==> src/rtl/spi_flash_ctrl.sv <==
// Register-mapped SPI NOR read engine (mode 0, single I/O, opcode 0x03).
// Define SPI_FLASH_FAST_READ_EN for opcode 0x0B with 8 dummy clocks before data.
module spi_flash_ctrl #(
    parameter int DIV = 2
) (
    input  logic        clk,
    input  logic        reset,
    input  logic [1:0]  sel,
    input  logic        we,
    input  logic        re,
    input  logic [15:0] wd,
    output logic [15:0] rd,
    output logic        spi_sck,
    output logic        spi_mosi,
    output logic        spi_cs_n,
    input  logic        spi_miso
);
`ifdef SPI_FLASH_FAST_READ_EN
    localparam logic [7:0] OPCODE    = 8'h0B;
    localparam bit         HAS_DUMMY = 1'b1;
`else
    localparam logic [7:0] OPCODE    = 8'h03;
    localparam bit         HAS_DUMMY = 1'b0;
`endif
    localparam logic [8:0] DIV_LAST = 9'(DIV - 1);
    localparam logic [8:0] GAP_LAST = 9'(2 * DIV - 1);

    typedef enum logic [2:0] {IDLE, CMD, ADDR, DUMMY, DATA, HOLD, GAP} state_t;

    state_t      state_q, state_d;
    logic [23:0] addr_q, addr_d;
    logic [15:0] count_q, count_d;
    logic [7:0]  data_q, data_d;
    logic        valid_q, valid_d;
    logic [31:0] tx_q, tx_d;
    logic [7:0]  rx_q, rx_d;
    logic [8:0]  div_q, div_d;
    logic [4:0]  bit_q, bit_d;
    logic        sck_q, sck_d;
    logic        cs_n_q, cs_n_d;
    logic        load;

    logic busy, pop, wr_ctrl, tick, bit_last;
    assign busy     = (state_q != IDLE);
    assign pop      = re && (sel == 2'd3);
    assign wr_ctrl  = we && (sel == 2'd2);
    assign tick     = (div_q == DIV_LAST);
    assign bit_last = (state_q == ADDR) ? (bit_q == 5'd23) : (bit_q == 5'd7);

    assign spi_sck  = sck_q;
    assign spi_cs_n = cs_n_q;
    assign spi_mosi = tx_q[31];

    always_comb begin
        case (sel)
            2'd0:    rd = addr_q[15:0];
            2'd1:    rd = {8'd0, addr_q[23:16]};
            2'd2:    rd = {count_q[13:0], valid_q, busy};
            default: rd = {8'd0, data_q};
        endcase
    end

    // NOTE: every *_d gets a default first so no path leaves a variable unassigned (no latches).
    always_comb begin
        state_d = state_q;
        addr_d  = addr_q;
        count_d = count_q;
        data_d  = data_q;
        valid_d = valid_q && !pop;
        tx_d    = tx_q;
        rx_d    = rx_q;
        div_d   = tick ? 9'd0 : div_q + 9'd1;
        bit_d   = bit_q;
        sck_d   = sck_q;
        cs_n_d  = cs_n_q;
        load    = 1'b0;

        if (we && !busy && sel == 2'd0) addr_d[15:0]  = wd;
        if (we && !busy && sel == 2'd1) addr_d[23:16] = wd[7:0];

        case (state_q)
            IDLE: begin
                div_d = 9'd0;
                if (wr_ctrl && wd != 16'd0) begin
                    state_d = CMD;
                    count_d = wd;
                    tx_d    = {OPCODE, addr_q};
                    bit_d   = 5'd0;
                    sck_d   = 1'b0;
                    cs_n_d  = 1'b0;
                end
            end
            CMD, ADDR, DUMMY, DATA: begin
                if (tick) begin
                    if (!sck_q) begin
                        sck_d = 1'b1;
                        if (state_q == DATA) rx_d = {rx_q[6:0], spi_miso};
                    end else begin
                        sck_d = 1'b0;
                        tx_d  = {tx_q[30:0], 1'b0};
                        bit_d = bit_q + 5'd1;
                        if (bit_last) begin
                            bit_d = 5'd0;
                            case (state_q)
                                CMD:     state_d = ADDR;
                                ADDR:    state_d = HAS_DUMMY ? DUMMY : DATA;
                                DUMMY:   state_d = DATA;
                                default: begin
                                    // A full holding register stalls the bus with SCK low.
                                    if (valid_q && !pop) state_d = HOLD;
                                    else                 load    = 1'b1;
                                end
                            endcase
                        end
                    end
                end
            end
            HOLD: begin
                div_d = 9'd0;
                if (pop) load = 1'b1;
            end
            GAP: begin
                div_d = div_q + 9'd1;
                if (div_q == GAP_LAST) state_d = IDLE;
            end
            default: state_d = IDLE;
        endcase

        if (load) begin
            data_d  = rx_q;
            valid_d = 1'b1;
            addr_d  = addr_q + 24'd1;
            count_d = count_q - 16'd1;
            div_d   = 9'd0;
            if (count_q == 16'd1) begin
                state_d = GAP;
                cs_n_d  = 1'b1;
            end else begin
                state_d = DATA;
            end
        end

        if (wr_ctrl && wd == 16'd0 && busy) begin
            state_d = IDLE;
            cs_n_d  = 1'b1;
            sck_d   = 1'b0;
            valid_d = 1'b0;
            count_d = 16'd0;
            tx_d    = 32'd0;
            div_d   = 9'd0;
            bit_d   = 5'd0;
        end
    end

    // NOTE: the data and shift registers are reset too, since rd and MOSI expose them directly.
    always_ff @(posedge clk or posedge reset) begin
        if (reset) begin
            state_q <= IDLE;
            addr_q  <= 24'd0;
            count_q <= 16'd0;
            data_q  <= 8'd0;
            valid_q <= 1'b0;
            tx_q    <= 32'd0;
            rx_q    <= 8'd0;
            div_q   <= 9'd0;
            bit_q   <= 5'd0;
            sck_q   <= 1'b0;
            cs_n_q  <= 1'b1;
        end else begin
            state_q <= state_d;
            addr_q  <= addr_d;
            count_q <= count_d;
            data_q  <= data_d;
            valid_q <= valid_d;
            tx_q    <= tx_d;
            rx_q    <= rx_d;
            div_q   <= div_d;
            bit_q   <= bit_d;
            sck_q   <= sck_d;
            cs_n_q  <= cs_n_d;
        end
    end

endmodule

==> config.mk <==
export PLATFORM = sky130hd
export DESIGN_NAME = spi_flash_ctrl
export DESIGN_NICKNAME = d
export VERILOG_FILES = /design/src/rtl/spi_flash_ctrl.sv
export SDC_FILE = /design/constraint.sdc
export NUM_CORES = 1
export LEC_CHECK = 0
export CELL_PAD_IN_SITES_DETAIL_PLACEMENT = 2
export CELL_PAD_IN_SITES_GLOBAL_PLACEMENT = 2
export CORE_MARGIN = 8
export CORE_UTILIZATION = 45
export CTS_BUF_LIST = sky130_fd_sc_hd__clkbuf_4
export CTS_CLUSTER_SIZE = 28
export DETAILED_ROUTE_END_ITERATION = 8
export DONT_BUFFER_PORTS = 1
export PLACE_DENSITY = 0.92
export SYNTH_ARGS = -nofsm -noshare
export SYNTH_HDL_FRONTEND = slang
export SYNTH_SLANG_ARGS = --single-unit
==> constraint.sdc <==
create_clock -name clk -period 9.8 [get_ports clk]
set_clock_uncertainty 0.05 [all_clocks]
set_input_delay 1.96 -clock clk [delete_from_list [all_inputs] [get_ports clk]]
set_output_delay 1.96 -clock clk [all_outputs]
set_load 0.05 [all_outputs]
==> flow_summary.json <==
{
  "outcome": "finished clean",
  "fin_nets": 682,
  "place_area_mm2": 0.00632,
  "cts_root_buf": "clkbuf_4",
  "syn-num-nets": 706,
  "syn_inst": 677,
  "p_clk_share_pct": 12.7,
  "path_class": "input port to output pin",
  "worstMarginPinSlew_ns": 0.980,
  "dp.final_hpwl_mm": 15.4,
  "rsz0062_at_grt": "no",
  "power_uw": 1830,
  "routed_wire_length_per_instance_um": 25.3,
  "min_period_ns": 4.86,
  "hp-class": "flip-flop to flip-flop",
  "drtIter0Drc": 378,
  "post-place-ws_ns": 4.95,
  "report.final.slew_viol_count": 0,
  "htreeDepth": 3,
  "cpPeakStageDelay_ns": 0.76,
  "ys_async_sr_fraction_pct": 100,
  "ioPinCount": 42,
  "cts_buffers": 9,
  "power.density_mw_per_mm2": 284,
  "max_cap_violations": 0,
  "power.internal_uw": 944,
  "vias_per_cell": 6.46,
  "firstDrtPassIters": 4,
  "synthToLayoutAreaGrowth_pct": 3.70,
  "grt_pass1_wl_mm": 34.0,
  "rows": 43,
  "combinationalPowerShare_pct": 42.1,
  "die_h_um": 134,
  "wl_met2_mm": 10.4,
  "crit_family": "simple AND/OR/NAND/NOR gates",
  "cp_max_fo": 23,
  "initial_utilization_pct": 45.5,
  "arrival_ns": 2.85,
  "worst-path-buf-inv": 0,
  "core_area_mm2": 0.0137,
  "synth_edf_count": 0,
  "finalSetupTns_ns": 0,
  "fmaxAchievable_mhz": 206,
  "post_cts.repair.setup_buffers": 0,
  "cts.path.max_buffers": 2,
  "critical_path_required_ns": 7.79,
  "grt_max_degree": 70,
  "ys_seq_elements": 108,
  "dieArea_mm2": 0.0178,
  "path_clk_slew_ns": 0.14,
  "crit_path_top_delay_cell": "nor2_1",
  "ys_seq_area_share_pct": 43.5,
  "fin_ws_ns": 4.94,
  "layout-drive-gt1-share_pct": 8.68,
  "clock-sinks": 108,
  "syn_avg_cell_area_um2": 9.19,
  "instances_no_fill": 838,
  "routed_wl_mm": 21.2,
  "fin_area_mm2": 0.00645,
  "p_leak_uw": 0.00277,
  "antenna_found_initial": 1,
  "p_switching_uw": 887,
  "grt_pass1_vias": 5900,
  "overflow": 0,
  "dp.cells": 822,
  "cts_tree": "yes",
  "cts_resized": 0,
  "synth_warnings": 0,
  "gp_congestion": 0.908,
  "route.met3.wl_mm": 1.47,
  "insertion_delay_ns": 0.50,
  "slew_headroom_pct": 34.4,
  "start_kind": "input port",
  "end_kind": "output pin",
  "yosys_most_used_dff": "dfrtp_1",
  "path_cells": "mux2i_1 > nor2_1",
  "port_buffers": 0,
  "pwr-share-seq_pct": 45.2,
  "ys_types": 78,
  "drc": 0,
  "holdBufCountCts": 0,
  "setup_violations": 0,
  "ant_nets": 0,
  "wl_met1_mm": 8.71,
  "vdd_drop_max_v": 0.000132,
  "grt_usage_pct": 24.4,
  "hold_viol_final": 0,
  "dr_total_vias": 5413,
  "synth_area_mm2": 0.00622,
  "period_share_pct": 49.6,
  "fp.dieW_um": 134,
  "routed.top_layer": "met4",
  "netSwitchingFraction_pct": 48.4
}
cell usage after synthesis, types with 11 or more instances:
cell type | number | area share [%]
clkbuf_1 | 21 | 1.3
a21oi_1 | 36 | 2.9
xor2_1 | 11 | 1.5
o31ai_1 | 29 | 3.5
inv_1 | 18 | 1.1
nand2_1 | 108 | 6.5
mux2i_1 | 24 | 3.9
nand3_1 | 23 | 1.9
dfrtp_1 | 107 | 43
o21ai_0 | 25 | 2.0
nor2_1 | 70 | 4.2
nor3_1 | 12 | 0.97
layer usage:
| layer | vias to the layer above | GRT usage (%) |
|---|---|---|
| li1 | 2442 | - |
| met1 | 2790 | 30.4 |
| met2 | 139 | 40.4 |
| met3 | 42 | 5.84 |
| met4 | 0 | 8.98 |
| met5 | - | 0 |
layout by cell type (no fill, tap or decap), types with 3 or more instances in the layout:
master,count
buf_4,7
mux4_2,8
nor4_1,9
o211ai_1,8
a31oi_1,10
nor3_1,11
nand4_1,6
o21ai_0,25
o32ai_1,5
o31ai_1,29
or3_1,4
mux2_2,8
a41o_1,3
mux2i_1,24
a22oi_1,4
clkbuf_4,10
and3_1,10
ha_1,6
o311ai_0,9
nor2_1,70
and2_1,5
xor2_1,11
dfrtp_1,107
or4_1,3
o22ai_1,8
a21oi_1,36
nand3_1,23
inv_1,17
a211oi_1,5
nand2_1,108
logic make-up (layout without fill, tap and decap cells):
logic type | after synthesis | count (layout) | share of synthesized area (%)
adders and majority gates | 6 | 6 | 1.21
other | 0 | 1 | 0
DFF | 108 | 108 | 43.5
buffers and inverters | 60 | 40 | 4.19
xor gates and xnor gates | 13 | 13 | 1.83
muxes | 40 | 40 | 8.21
AOI/OAI and AO/OA | 171 | 171 | 18.8
and+or+nand+nor | 279 | 279 | 22.3
final cells by class:
class	instances	area, um2
multi-input combinational	509	3270
clock buffer	10	75.1
tap	180	225
inverter	18	70.1
fill	1524	7220
antenna	1	2.50
sequential	108	2700
clock inverter	5	53.8
timing repair buffer	7	52.6
sequential cells by signal (all words and copies together) (netlist names):
name,cells
tx_q,32
valid_q,1
div_q,9
data_q,8
addr_q,24
spi_sck,1
count_q,16
bit_q,5
rx_q,8
spi_cs_n,1
state_q,3
per-stage QoR:
| stage | hold slack (ns) | utilization, % |
|---|---|---|
| final | 0.449 | 47.2 |
| after global routing | 0.477 | 47.2 |
| after CTS | 0.458 | 47.2 |
| after detailed placement | 0.423 | 46.2 |
| after global placement | 0.399 | 46.2 |
| after floorplan | 0.384 | - |
power by group through the flow:
stage | Clock [uW] | Sequential, uW | Combinational [uW]
6_report | 233 | 827 | 770
4_1_cts | 240 | 820 | 776
2_1_floorplan | 0 | 719 | 631
5_1_grt | 253 | 847 | 850
3_3_place_gp | 0 | 809 | 713
3_5_place_dp | 0 | 830 | 768
worst paths after layout:
| path | startpoint | to | slack, ns | cells past startpoint |
|---|---|---|---|---|
| worst max-delay path | sel[1] | rd[8] | 4.94 | 2 |
| min in group asynchronous | reset | spi_sck | 1.36 | 1 |
| max in group asynchronous | reset | tx_q[11] | 7.14 | 2 |
| worst min register to register | tx_q[10] | tx_q[10] | 0.45 | 2 |
| worst min-delay path | tx_q[10] | tx_q[10] | 0.45 | 2 |
| worst max register to register | state_q[1] | count_q[15] | 6.53 | 7 |
tightest hold or removal path, stage by stage (launching register included):
cell and delay [ns]:
dfrtp_1 0.37, nand2_1 0.05, o31ai_1 0.05
No activity file was read; power rests on OpenSTA's default activity.
